<file path="src/rtl/peri_timer_pkg.sv">
// Shared constants for the timer peripheral: bridge address map, default widths and divider.
package peri_timer_pkg;

    localparam int unsigned TIMER_CNT_W        = 32;
    localparam int unsigned TIMER_DIV_W        = 32;
    localparam logic [31:0] TIMER_DEFAULT_DIV  = 32'd25000;  // 1 ms tick at 25 MHz

    localparam logic [31:0] PERI_ADDR_TIMER_WR = 32'h4000_0000;
    localparam logic [31:0] PERI_ADDR_TIMER_W  = 32'h4000_0004;

endpackage

</file>
<file path="src/rtl/timer_prescaler.sv">
// Programmable clock prescaler: counts 0..div-1 and flags the terminal count combinationally.
module timer_prescaler
    import peri_timer_pkg::*;
#(
    parameter int unsigned DIV_W = TIMER_DIV_W
) (
    input  logic             i_clk,
    input  logic             i_rst,
    input  logic [DIV_W-1:0] i_div,
    input  logic             i_clr,
    output logic             o_pulse
);

    logic [DIV_W-1:0] r_pcnt;
    logic [DIV_W-1:0] w_pcnt_d;
    logic             w_last;

    // div==0 never reaches terminal count, which freezes the timer
    assign w_last  = (i_div != '0) && (r_pcnt == (i_div - DIV_W'(1)));
    assign o_pulse = w_last;

    always_comb begin
        w_pcnt_d = r_pcnt + DIV_W'(1);
        if (i_clr || (i_div == '0) || w_last) begin
            w_pcnt_d = '0;
        end
    end

    always_ff @(posedge i_clk) begin
        if (!i_rst) begin
            r_pcnt <= '0;
        end else begin
            r_pcnt <= w_pcnt_d;
        end
    end

endmodule

</file>
<file path="src/rtl/peri_timer.sv">
// Memory-mapped timer: prescaled 32-bit counter with CPU-writable count and divider.
module peri_timer
    import peri_timer_pkg::*;
#(
    parameter int unsigned      CNT_W       = TIMER_CNT_W,
    parameter int unsigned      DIV_W       = TIMER_DIV_W,
    parameter logic [DIV_W-1:0] DEFAULT_DIV = DIV_W'(TIMER_DEFAULT_DIV)
) (
    input  logic             i_clk,
    input  logic             i_rst,
    input  logic [31:0]      i_addr,
    input  logic             i_we,
    input  logic             i_wef,
    input  logic [31:0]      i_wdata,
    output logic [CNT_W-1:0] o_rdata,
    output logic             o_tick
);

    logic [CNT_W-1:0] r_cnt;
    logic [CNT_W-1:0] w_cnt_d;
    logic [DIV_W-1:0] r_div;
    logic [DIV_W-1:0] w_div_d;
    logic             r_tick;
    logic             w_tick_d;
    logic             w_pulse;
    logic             w_clr;

    // Address decode is done in the bridge; the address is intentionally ignored here
    logic w_unused_addr;
    assign w_unused_addr = ^i_addr;

    assign w_clr = i_we | i_wef;

    timer_prescaler #(
        .DIV_W (DIV_W)
    ) u_prescaler (
        .i_clk   (i_clk),
        .i_rst   (i_rst),
        .i_div   (r_div),
        .i_clr   (w_clr),
        .o_pulse (w_pulse)
    );

    // A counter write wins over a coincident terminal count; a divider write discards it
    always_comb begin
        w_cnt_d = r_cnt;
        if (i_we) begin
            w_cnt_d = CNT_W'(i_wdata);
        end else if (w_pulse && !i_wef) begin
            w_cnt_d = r_cnt + CNT_W'(1);
        end
    end

    always_comb begin
        w_div_d = r_div;
        if (i_wef) begin
            w_div_d = DIV_W'(i_wdata);
        end
    end

    assign w_tick_d = w_pulse & ~w_clr;

    always_ff @(posedge i_clk) begin
        if (!i_rst) begin
            r_cnt  <= '0;
            r_div  <= DEFAULT_DIV;
            r_tick <= 1'b0;
        end else begin
            r_cnt  <= w_cnt_d;
            r_div  <= w_div_d;
            r_tick <= w_tick_d;
        end
    end

    assign o_rdata = r_cnt;
    assign o_tick  = r_tick;

endmodule

</file>
<file path="config.mk">
export PLATFORM = sky130hd
export DESIGN_NAME = peri_timer
export DESIGN_NICKNAME = d
export VERILOG_FILES = /design/src/rtl/peri_timer_pkg.sv /design/src/rtl/timer_prescaler.sv /design/src/rtl/peri_timer.sv
export SDC_FILE = /design/constraint.sdc
export NUM_CORES = 1
export LEC_CHECK = 0
export ABC_AREA = 1
export BUFFER_PORTS_ARGS = -buffer_cell sky130_fd_sc_hd__buf_2
export CORE_MARGIN = 2
export CORE_UTILIZATION = 45
export CTS_BUF_LIST = sky130_fd_sc_hd__clkbuf_4
export CTS_CLUSTER_SIZE = 25
export DETAILED_ROUTE_END_ITERATION = 8
export PLACE_DENSITY_LB_ADDON = 0.08
export SYNTH_ARGS = -nofsm -noshare
export SYNTH_HDL_FRONTEND = slang
export SYNTH_SLANG_ARGS = --single-unit
export TNS_END_PERCENT = 1
</file>
<file path="constraint.sdc">
create_clock -name i_clk -period 2.97 [get_ports i_clk]
set_clock_uncertainty 0.1 [all_clocks]
set_input_delay 0.1485 -clock i_clk [delete_from_list [all_inputs] [get_ports i_clk]]
set_output_delay 0.1485 -clock i_clk [all_outputs]
set_load 0.03 [all_outputs]
</file>
Yosys cells after proc, flatten, opt, wreduce, memory -nomap -nowiden
Cells that the tools add are included.
Storage, ports and cells
  flip-flop bits (word level): 97
  input bits: 68
  logic and storage cells: 23
Operators by class
  eq/ne operators: 1
  muxes and demuxes: 2
  reductions and logical operators: 9
  $add $sub $neg: 3
  bitwise logic cells: 4
Operator list (number)
  $add A32 B1 Y32 const B: 2
  $mux W32: 2
  $eq A32 B32 Y1: 1
  $logic_not A32 Y1: 1
  $reduce_bool A32 Y1: 1
  $sub A32 B1 Y32 const B: 1
  $logic_and A1 B1 Y1: 2
  $logic_or A1 B1 Y1: 2
  $not A1 Y1: 2
  $reduce_bool A2 Y1: 1
  $reduce_or A2 Y1: 1
  $and A1 B1 Y1: 1
  $logic_not A1 Y1: 1
  $or A1 B1 Y1: 1

Longest topological paths before layout
Gate-level depths: netlist of run 1.
  depth in word-level cells: 6
  gate-level depth with buffers: 19
  depth with buffers taken out: 19

By module
Synthesis of run 1 repeated with hierarchy kept, for this count alone.
Unflattened totals
  cell total of the unflattened synthesis: 1028
  area, all modules: 6488.7 um^2
Modules (own cells, without submodules)
  peri_timer: cells each 513, seq. area each 1301.2 um^2, area an instance 3405.8 um^2, instances 1
  timer_prescaler: cells each 515, seq. area each 640.6 um^2, area an instance 3083.0 um^2, instances 1

Worst setup path after synthesis of run 1
No wires, ideal clock.
  path type: flip-flop to flip-flop
  start: register r_cnt[0] (netlist: o_rdata[0])
  end: register r_cnt[28] (netlist: o_rdata[28])
  arrival time: 2.139 ns
  path slack: 0.598 ns
  path buffers: 0
  stages on the path, launching flop included: 14
  required time: 2.738 ns
  cells stage by stage: dfxtp_1 ha_1 nand3_1 nor2_1 nand4_1 nor2_1 nand3_1 nor2_1 nand3_1 xnor2_1 nand2_1 nand2_1 nand2_1 a21oi_1
Between the ends
  cells in the longest elaborated chain, start to end: 3
RTL lines
  from (decl): RTL line peri_timer.sv:19  | logic [CNT_W-1:0] r_cnt;
  from (signal assigned): RTL line peri_timer.sv:69  | r_cnt <= w_cnt_d;
  $add A32 B1 Y32: RTL line peri_timer.sv:50  | w_cnt_d = r_cnt + CNT_W'(1);
  $mux W32: RTL line peri_timer.sv:49  | end else if (w_pulse && !i_wef) begin
  $mux W32: RTL line peri_timer.sv:47  | if (i_we) begin
Every way passes these cells. The select of a mux whose other input is x is not followed.
A chain may end at the register's enable or synchronous reset.

Final worst setup path of run 1
  start: register r_div[8]
  end: register r_cnt[27] (netlist: o_rdata[27])
Between the ends
  cells in the longest elaborated chain, start to end: 5
  elaborated cells on any way between the ends: 6
  classes of those cells: 1 x add/sub; 1 x eq/ne; 4 x reduce/logical
RTL lines
  from (decl): RTL line peri_timer.sv:21  | logic [DIV_W-1:0] r_div;
  from (signal assigned): RTL line peri_timer.sv:70  | r_div <= w_div_d;
  $sub A32 B1 Y32: RTL line timer_prescaler.sv:19  | assign w_last = (i_div != '0) && (r_pcnt == (i_div - DIV_W'(1)));
  $eq A32 B32 Y1: RTL line timer_prescaler.sv:19
  $logic_and A1 B1 Y1 *: RTL line timer_prescaler.sv:19
  $logic_and A1 B1 Y1 *: RTL line peri_timer.sv:49
  $reduce_bool A2 Y1 (no source line) *
Mark *: on every way between the ends. The rest lies on a longest branch, timed or not.

==> impl_metrics.toml, run 1 <==
[floorplan]
core-area_um2 = 14000
die_w_um = 124
start_util_pct = 46.4
die_h_um = 124
pin_count = 101
core.rowCount = 43
die-area_um2 = 15400

[synthesis]
ys_warn_count = 0
async_flop_share_pct = 0
synth_area_um2 = 6490
avgSynthCellArea_um2 = 6.05
ys.flop_type = "dfxtp_1"
synth_top_cell_by_area = "dfxtp_1"
syn-num-nets = 1144
yosysSeqAreaShare_pct = 29.9
yosysUniqueCellTypes = 37
synth-seq-cells = 97
synth_area_leaders = "dfxtp_1 30%, nand2_1 16%, nor2_1 8.0%"
synthCells = 1073
synth_edf_count = 0
netlist.area_leader.share_pct = 29.9

[worst_setup_path]
r2r-end = "o_rdata[27]"
crit_chain = "nor2_2, nand2_1, nor2_1, nand2_1, o21ai_1, nand2_1, nand2_1, nand3_1, nor2_1, nand2_1, nor2_1, nand3_2, nand2_2, buf_4, nand2_1, a21oi_1"
crit_path_end_kind = "flop"
path_depth = 16
cp_slowest_cell = "dfxtp_1"
worst_ep_required_time_ns = 3.29
critical_path.most_common_cell = "nand2_1"
cp-start-kind = "flop"
crit_family = "simple AND/OR/NAND/NOR gates"
crit_type = "flop to flop"
r2r_cells = 16
worstSetupEndpoint = "o_rdata[27]"
crit_start = "r_div[8]"
cp.arrival_ns = 3.02
worstReg2RegStart = "r_div[8]"
cp_max_fo = 6
rrSetupSlack_ns = 0.27
slowest_delay_ns = 0.40
critPathBufInv = 1

[power_and_ir_drop]
p_total_mw = 2.72
peakVddDrop_v = 0.000308
powerDensity_nw_per_um2 = 355
p_leak_nw = 3.37

[layout]
final_cell_mix = "284 x nand2_1, 134 x nor2_1, 122 x inv_1"
final_common_cell = "nand2_1"
num-nets-final = 1250
drive_gt1_share_pct = 12.0
synthToLayoutAreaGrowth_pct = 18.3

[cts]
clkLatencyLatePin_ns = 0.49
cts.sinks = 97
cts_tree = "built"
cts_made_buffers = 9
clock_path_buffers = 2
clock-root-buffer = "clkbuf_4"
post-cts-setup-buffers = 0
htree_levels = 3
clk_pin_slew_ns = 0.17

[placement]
io_buffers = 68
pre_cts_ws_ns = 0.129
hpwlAfterDp_um = 13800
gp_congestion = 0.921

[worst_hold_path]
hold_class = "primary input to flop"

[timing]
final_hold_viol_count = 0
setup-tns-final_ns = 0
rsz0062_at_grt = "no"
period_minus_slack_ns = 2.70
worst_hold_slack_ns = 0.132
tightest_slew_ns = 0.788
finalMaxSlewViolations = 0
setup_ws_ns = 0.274
final-setup-viol-count = 0
period_share_pct = 90.8
fmax_ghz = 0.371
maxSlewHeadroom_pct = 47.2

[route]
drtIter0Drc = 462
wl_um = 18600
post_drt_wl_per_cell_um = 13.6
viasPerCell = 5.04
firstDrtPassIters = 5
num_vias = 6877
ant_nets = 0
route.detailed.drc = 0

[grt]
grt-ovfl-total = 0
grt_pass1_wl_um = 30300
track_usage_pct = 25.2
grt_max_degree = 38
grt_pass1_vias = 6254
antenna_found_initial = 1

[outcome]
status = "finished clean"

[flow_run]
cap_violations = 0
==> cell type report <==
| class | instances | area (um2) |
|---|---|---|
| diodes | 1 | 2.50 |
| clock buffers | 9 | 67.6 |
| clock inverters | 6 | 75.1 |
| fillers | 1483 | 6310 |
| inverters | 132 | 495 |
| multi-input cells | 808 | 3920 |
| flip-flops and latches | 97 | 1940 |
| well taps | 180 | 225 |
| repair buffers | 131 | 956 |
==> cells by family (layout without fill, tap and decap cells) <==
| family | Yosys count | in the layout | synth area share (%) |
|---|---|---|---|
| AOI/OAI and AO/OA | 145 | 145 | 11.4 |
| xor gates and xnor gates | 55 | 55 | 7.54 |
| adders and majority gates | 3 | 3 | 0.578 |
| buffers and inverters | 168 | 278 | 10.2 |
| DFF | 97 | 97 | 29.9 |
| other | 0 | 1 | 0 |
| and+or+nand+nor | 605 | 605 | 40.4 |
==> sequential cells by signal, indices dropped and copies added, names as in the netlist <==
signal	count
o_rdata	32
o_tick	1
u_prescaler.r_pcnt	32
r_div	32
==> cell usage after synthesis (3+ instances only) <==
cell type	n
clkinv_1	3
ha_1	3
inv_1	122
nor2_4	3
clkbuf_1	27
nand3_1	91
a21oi_1	72
dfxtp_1	97
nand2_1	285
inv_2	7
nor2_2	6
nor4_1	5
buf_6	3
buf_2	3
nor3_1	32
o22ai_1	3
nand3b_1	7
or2_2	6
xnor2_1	22
o21ai_0	63
o21ai_1	3
nor2_1	138
nand3_2	3
nand4_1	18
nand2_2	3
xor2_1	32
==> through the flow <==
stage / util, % / std cells / area (um2)
2_1_floorplan: - / 1073 / 6490
3_3_place_gp: 50.7 / 1306 / 7090
3_5_place_dp: 50.7 / 1306 / 7090
4_1_cts: 54.7 / 1363 / 7650
5_1_grt: 54.9 / 1364 / 7680
6_report: 54.9 / 1364 / 7680
==> tightest hold or removal path, cell delays in order <==
cell,delay [ns]
buf_2,0.17
buf_4,0.24
a21oi_1,0.13
==> where the power goes <==
group	internal, mW	switching, mW
logic	0.215	0.326
registers	1.35	0.0672
clock network	0.265	0.497
==> worst min path at each step <==
stage | startpoint | end | slack [ns] | cells past startpoint
2_1_floorplan | i_wdata[13] | r_div[13] | 0.17 | 2
3_3_place_gp | i_wdata[29] | r_div[29] | 0.30 | 3
3_5_place_dp | i_wdata[7] | r_div[7] | 0.30 | 3
4_1_cts | i_we | o_tick | 0.08 | 3
5_1_grt | i_we | o_tick | 0.11 | 3
6_report | i_wef | r_div[10] | 0.13 | 3
==> routing by layer <==
| layer | routed length [um] | part of all wire (%) | vias up | GRT usage (%) |
|---|---|---|---|---|
| li1 | - | - | 3645 | - |
| met1 | 8900 | 48 | 3048 | 34.0 |
| met2 | 8500 | 46 | 158 | 40.9 |
| met3 | 731 | 3.9 | 26 | 3.66 |
| met4 | 415 | 2.2 | 0 | 9.13 |
| met5 | 0 | 0 | - | 0 |
==> timing repair <==
item,CTS,global route
hold endpoints to repair,64,0
setup endpoints to repair,0,64
resized for setup,0,8
hold buffers,42,0
(Power assumes the default switching activity.)
==> inputs of run 2 (changes only) <==
--- a/config.mk
+++ b/config.mk
@@ -12,6 +12,7 @@
 export CTS_BUF_LIST = sky130_fd_sc_hd__clkbuf_4
 export CTS_CLUSTER_SIZE = 25
 export DETAILED_ROUTE_END_ITERATION = 8
+export MAX_ROUTING_LAYER = met4
 export PLACE_DENSITY_LB_ADDON = 0.08
 export SYNTH_ARGS = -nofsm -noshare
 export SYNTH_HDL_FRONTEND = slang
==> run 2 against run 1 <==
Largest cell class unchanged. Hold slack lost 0.033 ns. Setup slack better by 0.0044 ns. Total power down 3.5%. Cell count fell by 0.37%. First-iteration DRC count fell by 14%. Wire length is 0.95% lower. Die area stayed put. Register-to-register slack barely moved. Non-clock buffer count is 5 lower. Global-route usage is 0.34 points higher.
==> impl_metrics.toml, run 2 (synthesized netlist as in run 1, its figures left out) <==
[outcome]
status = "finished clean"

[worst_hold_path]
hold_class = "primary input to flop"
whs_path_depth = 3
holdCritStartpoint = "i_we"
whs_endpoint = "o_tick"

[worst_setup_path]
crit_type = "flop to flop"
crit_path_end_kind = "flop"
cp_max_fo = 7
r2r_cells = 16
crit_start = "r_div[0]"
critPathBufInv = 3
critical_path.most_common_cell = "nor2_1"
cp_slowest_cell = "dfxtp_1"
crit_chain = "inv_2, ha_2, nand3_2, nor2_1, nand2_1, xnor2_1, nand2_1, nor3_1, nand2_1, nor2_1, nand3_2, nand2_2, buf_4, inv_1, nor2_1, nor2_1"
cp-start-kind = "flop"
r2r-end = "o_rdata[0]"
cp.arrival_ns = 3.01
crit_family = "simple AND/OR/NAND/NOR gates"
worst_ep_required_time_ns = 3.29
worstReg2RegStart = "r_div[0]"
rrSetupSlack_ns = 0.28
slowest_delay_ns = 0.35

[timing]
period_share_pct = 90.6
period_minus_slack_ns = 2.69
maxSlewHeadroom_pct = 66.8
final_hold_viol_count = 0
rsz0062_at_grt = "no"
fmax_ghz = 0.372
finalMaxSlewViolations = 0
setup-tns-final_ns = 0
tightest_slew_ns = 0.494
final-setup-viol-count = 0

[power_and_ir_drop]
peakVddDrop_v = 0.000222
p_leak_nw = 3.34
powerDensity_nw_per_um2 = 346
p_total_mw = 2.63

[placement]
gp_congestion = 0.944
io_buffers = 68
placed_cells = 1302
hpwlAfterDp_um = 13700

[cts]
clk_pin_slew_ns = 0.17
htree_levels = 3
cts_tree = "built"
cts_made_buffers = 9
clock-root-buffer = "clkbuf_4"
cts.sinks = 97
clock_path_buffers = 2
clkLatencyLatePin_ns = 0.50

[route]
drtIter0Drc = 398
firstDrtPassIters = 6
post_drt_wl_per_cell_um = 13.5
wl_um = 18400
ant_nets = 0
num_vias = 6779
route.detailed.drc = 0
viasPerCell = 4.99

[grt]
grt_max_degree = 55
track_usage_pct = 25.6
grt_pass1_vias = 6171
grt-ovfl-total = 0
grt_pass1_wl_um = 30100
antenna_found_initial = 0

[layout]
synthToLayoutAreaGrowth_pct = 17.1
final_common_cell = "nand2_1"
fillCellCount = 1527
drive_gt1_share_pct = 11.6
diodes = 0
final_cell_mix = "285 x nand2_1, 136 x nor2_1, 122 x inv_1"
layout.cells.non_filler = 1359
num-nets-final = 1245

[floorplan]
core.rowCount = 43
pin_count = 101
core-area_um2 = 14000
die_w_um = 124
die_h_um = 124
die-area_um2 = 15400
start_util_pct = 46.4

[flow_run]
cap_violations = 0
==> run 2: changes by cell type in the layout (fill, tap and decap cells not counted), moves of 2 or more <==
cell,previous run,this run
buf_4,18,14
buf_6,0,2
dlygate4sd3_1,42,40
nor2_1,134,136
nor2_2,8,6
==> run 2: repair_timing <==
item | 4_1_cts | 5_1_grt
setup buffers | 0 | 1
hold endpoints to repair | 64 | 0
gates resized for setup | 0 | 8
hold buffers | 40 | 0
endpoints found under the setup margin | 0 | 62
==> run 2: power by group <==
| part | internal [mW] | switching [mW] | total [mW] |
|---|---|---|---|
| combinational | 0.207 | 0.323 | 0.530 |
| clock | 0.185 | 0.494 | 0.679 |
| sequential | 1.35 | 0.0668 | 1.42 |
| total | 1.75 | 0.884 | 2.63 |
==> run 2: metrics by stage <==
stage | instance area [um2] | setup WS (ns) | hold slack, ns | util, %
6_report | 7600 | 0.279 | 0.0993 | 54.4
5_1_grt | 7600 | 0.0149 | 0.0820 | 54.4
4_1_cts | 7560 | 0.170 | 0.0543 | 54.1
3_5_place_dp | 7050 | 0.154 | 0.303 | 50.4
3_3_place_gp | 7050 | 0.204 | 0.296 | 50.4
2_1_floorplan | 6490 | 0.598 | 0.175 | -
==> run 2: final cells by class <==
| type | count | area (um2) | share of cell area [%] |
|---|---|---|---|
| Sequential cell | 97 | 1940 | 25.5 |
| Inverter | 132 | 495 | 6.52 |
| Tap cell | 180 | 225 | 2.96 |
| Multi-Input combinational cell | 808 | 3920 | 51.5 |
| Clock buffer | 10 | 75.1 | 0.987 |
| Clock inverter | 6 | 42.5 | 0.559 |
| Timing Repair Buffer | 126 | 908 | 11.9 |
==> run 2: worst max path at each step <==
stage | end | slack (ns) | cells past startpoint
2_1_floorplan | o_rdata[28] | 0.60 | 13
3_3_place_gp | u_prescaler.r_pcnt[14] | 0.20 | 17
3_5_place_dp | o_rdata[9] | 0.15 | 16
4_1_cts | o_rdata[9] | 0.17 | 16
5_1_grt | o_rdata[0] | 0.01 | 18
6_report | o_rdata[0] | 0.28 | 16
==> run 2: worst register-to-register path, stage by stage, from the launching register on <==
cell and delay (ns):
dfxtp_1 0.35, inv_2 0.09, ha_2 0.20, nand3_2 0.13, nor2_1 0.11, nand2_1 0.20
xnor2_1 0.25, nand2_1 0.07, nor3_1 0.28, nand2_1 0.08, nor2_1 0.13, nand3_2 0.14
nand2_2 0.12, buf_4 0.16, inv_1 0.07, nor2_1 0.11, nor2_1 0.05
==> run 2: layer usage <==
| metal | wire length, um | vias to the layer above | global-route usage [%] |
|---|---|---|---|
| met2 | 8140 | 130 | 40.1 |
| met1 | 9130 | 2987 | 34.4 |
| met4 | 393 | 0 | 8.01 |
| met5 | 0 | - | - |
| li1 | - | 3636 | - |
| met3 | 712 | 26 | 3.07 |
==> inputs of run 3 (changes only) <==
--- a/config.mk
+++ b/config.mk
@@ -7,7 +7,6 @@
 export LEC_CHECK = 0
 export ABC_AREA = 1
 export BUFFER_PORTS_ARGS = -buffer_cell sky130_fd_sc_hd__buf_2
-export CORE_MARGIN = 2
 export CORE_UTILIZATION = 45
 export CTS_BUF_LIST = sky130_fd_sc_hd__clkbuf_4
 export CTS_CLUSTER_SIZE = 25
==> run 3 against run 2 <==
Sequential power is essentially flat. Setup slack lost 0.019 ns. Wire length grew 0.41%. Combinational power grew 3%. Clock power shrank 2%. First-iteration DRC count shrank 7.0%. Clock-buffer cell count shrank 1. Sequential share of layout area shrank 0.32 points. Total power is essentially flat. Largest cell class unchanged. Largest power group unchanged.
==> impl_metrics.toml, run 3 (synthesized netlist as in run 1, its figures left out) <==
[worst_hold_path]
whs_path_depth = 3
holdCritStartpoint = "i_we"
hold_class = "primary input to flop"
whs_endpoint = "o_tick"

[timing]
final-setup-viol-count = 0
finalMaxSlewViolations = 0
setup-tns-final_ns = 0
worst_hold_slack_ns = 0.115
tightest_slew_ns = 0.956
period_minus_slack_ns = 2.71
final_hold_viol_count = 0
period_share_pct = 91.2
maxSlewHeadroom_pct = 35.9
fmax_ghz = 0.369

[power_and_ir_drop]
powerDensity_nw_per_um2 = 341
peakVddDrop_v = 0.000203
p_leak_nw = 3.38
p_total_mw = 2.63

[worst_setup_path]
r2r_cells = 19
crit_path_end_kind = "flop"
crit_type = "flop to flop"
cp-start-kind = "flop"
cp.arrival_ns = 3.06
cp_max_fo = 11
worst_ep_required_time_ns = 3.32
worstReg2RegStart = "r_div[0]"
rrSetupSlack_ns = 0.26
r2r-end = "o_rdata[18]"

[cts]
post-cts-setup-buffers = 0
clock-root-buffer = "clkbuf_4"
cts_tree = "built"
htree_levels = 3
cts_made_buffers = 9
clkLatencyLatePin_ns = 0.50
cts.sinks = 97
clk_pin_slew_ns = 0.17
clock_path_buffers = 2

[floorplan]
core.rowCount = 43
start_util_pct = 46.4
die-area_um2 = 14900
die_w_um = 122
pin_count = 101
die_h_um = 122
core-area_um2 = 14000

[route]
route.detailed.drc = 0
viasPerCell = 5.09
wl_um = 18500
num_vias = 6955
post_drt_wl_per_cell_um = 13.5
firstDrtPassIters = 6
drtIter0Drc = 370
ant_nets = 0

[layout]
design_area_um2 = 7700
num-nets-final = 1251
final_common_cell = "nand2_1"
drive_gt1_share_pct = 12.0
synthToLayoutAreaGrowth_pct = 18.6
final_cell_mix = "285 x nand2_1, 134 x nor2_1, 122 x inv_1"
fillCellCount = 1499

[grt]
grt-ovfl-total = 0
grt_pass1_vias = 6264
grt_max_degree = 38
track_usage_pct = 26.9
grt_pass1_wl_um = 30400
antenna_found_initial = 1

[placement]
hpwlAfterDp_um = 13600
post_dp_cell_area_um2 = 7080
io_buffers = 68
gp_congestion = 0.901

[outcome]
status = "finished clean"

[flow_run]
cap_violations = 0
## run 3: metrics by stage
stage          cells  utilization [%]  worst slack [ns]
6_report        1366             55.0             0.260
4_1_cts         1364             54.5             0.109
5_1_grt         1366             55.0           -0.0410
3_5_place_dp    1305             50.6             0.108
3_3_place_gp    1305             50.6             0.153
2_1_floorplan   1073                -             0.598
## run 3: worst max-delay path: stages, from the launching register on
cell       delay, ns
dfxtp_1         0.35
inv_2           0.09
ha_2            0.20
nand2_1         0.12
nor2_4          0.15
nand2_1         0.10
nor2_2          0.16
nand2_1         0.08
nand2_1         0.10
nand2_1         0.06
nand2_1         0.08
nand3_1         0.08
nor2_1          0.13
nand2_1         0.08
nor2_2          0.11
nand3_2         0.14
nand2_4         0.14
clkbuf_16       0.22
nand2_1         0.05
a21oi_1         0.12
## run 3: what timing repair did
item / in CTS / in global routing
hold buffers: 43 / 0
endpoints found under the hold margin: 64 / 0
setup endpoints to repair: 0 / 64
gates resized for setup: 0 / 12
## run 3: area by class of cell
class	instances	area [um2]	share of cell area [%]
Antenna cell	1	2.50	0.0325
Clock buffer	9	67.6	0.877
Multi-Input combinational cell	808	3930	51.1
Inverter	132	495	6.43
Tap cell	180	225	2.92
Timing Repair Buffer	132	987	12.8
Clock inverter	7	46.3	0.601
Sequential cell	97	1940	25.2
## run 3: worst max path at each step
stage	start	endpoint	slack, ns	cells after the start
3_5_place_dp	r_div[0]	o_rdata[9]	0.11	16
6_report	r_div[0]	o_rdata[18]	0.26	19
4_1_cts	r_div[0]	o_rdata[29]	0.11	17
3_3_place_gp	r_div[0]	o_rdata[27]	0.15	16
5_1_grt	r_div[0]	o_rdata[1]	-0.04	19
2_1_floorplan	o_rdata[0]	o_rdata[28]	0.60	13
## run 3: where the power goes
part / internal, mW / switching (mW)
combinational: 0.218 / 0.327
clock: 0.171 / 0.492
sequential: 1.35 / 0.0679
total: 1.74 / 0.887
## run 3: routing by layer
| layer | track usage, % | part of all wire, % | up-vias |
|---|---|---|---|
| li1 | - | - | 3649 |
| met1 | 35.6 | 48 | 3102 |
| met2 | 41.5 | 45 | 175 |
| met3 | 3.04 | 4.7 | 29 |
| met4 | 10.8 | 2.3 | 0 |
| met5 | - | 0 | - |
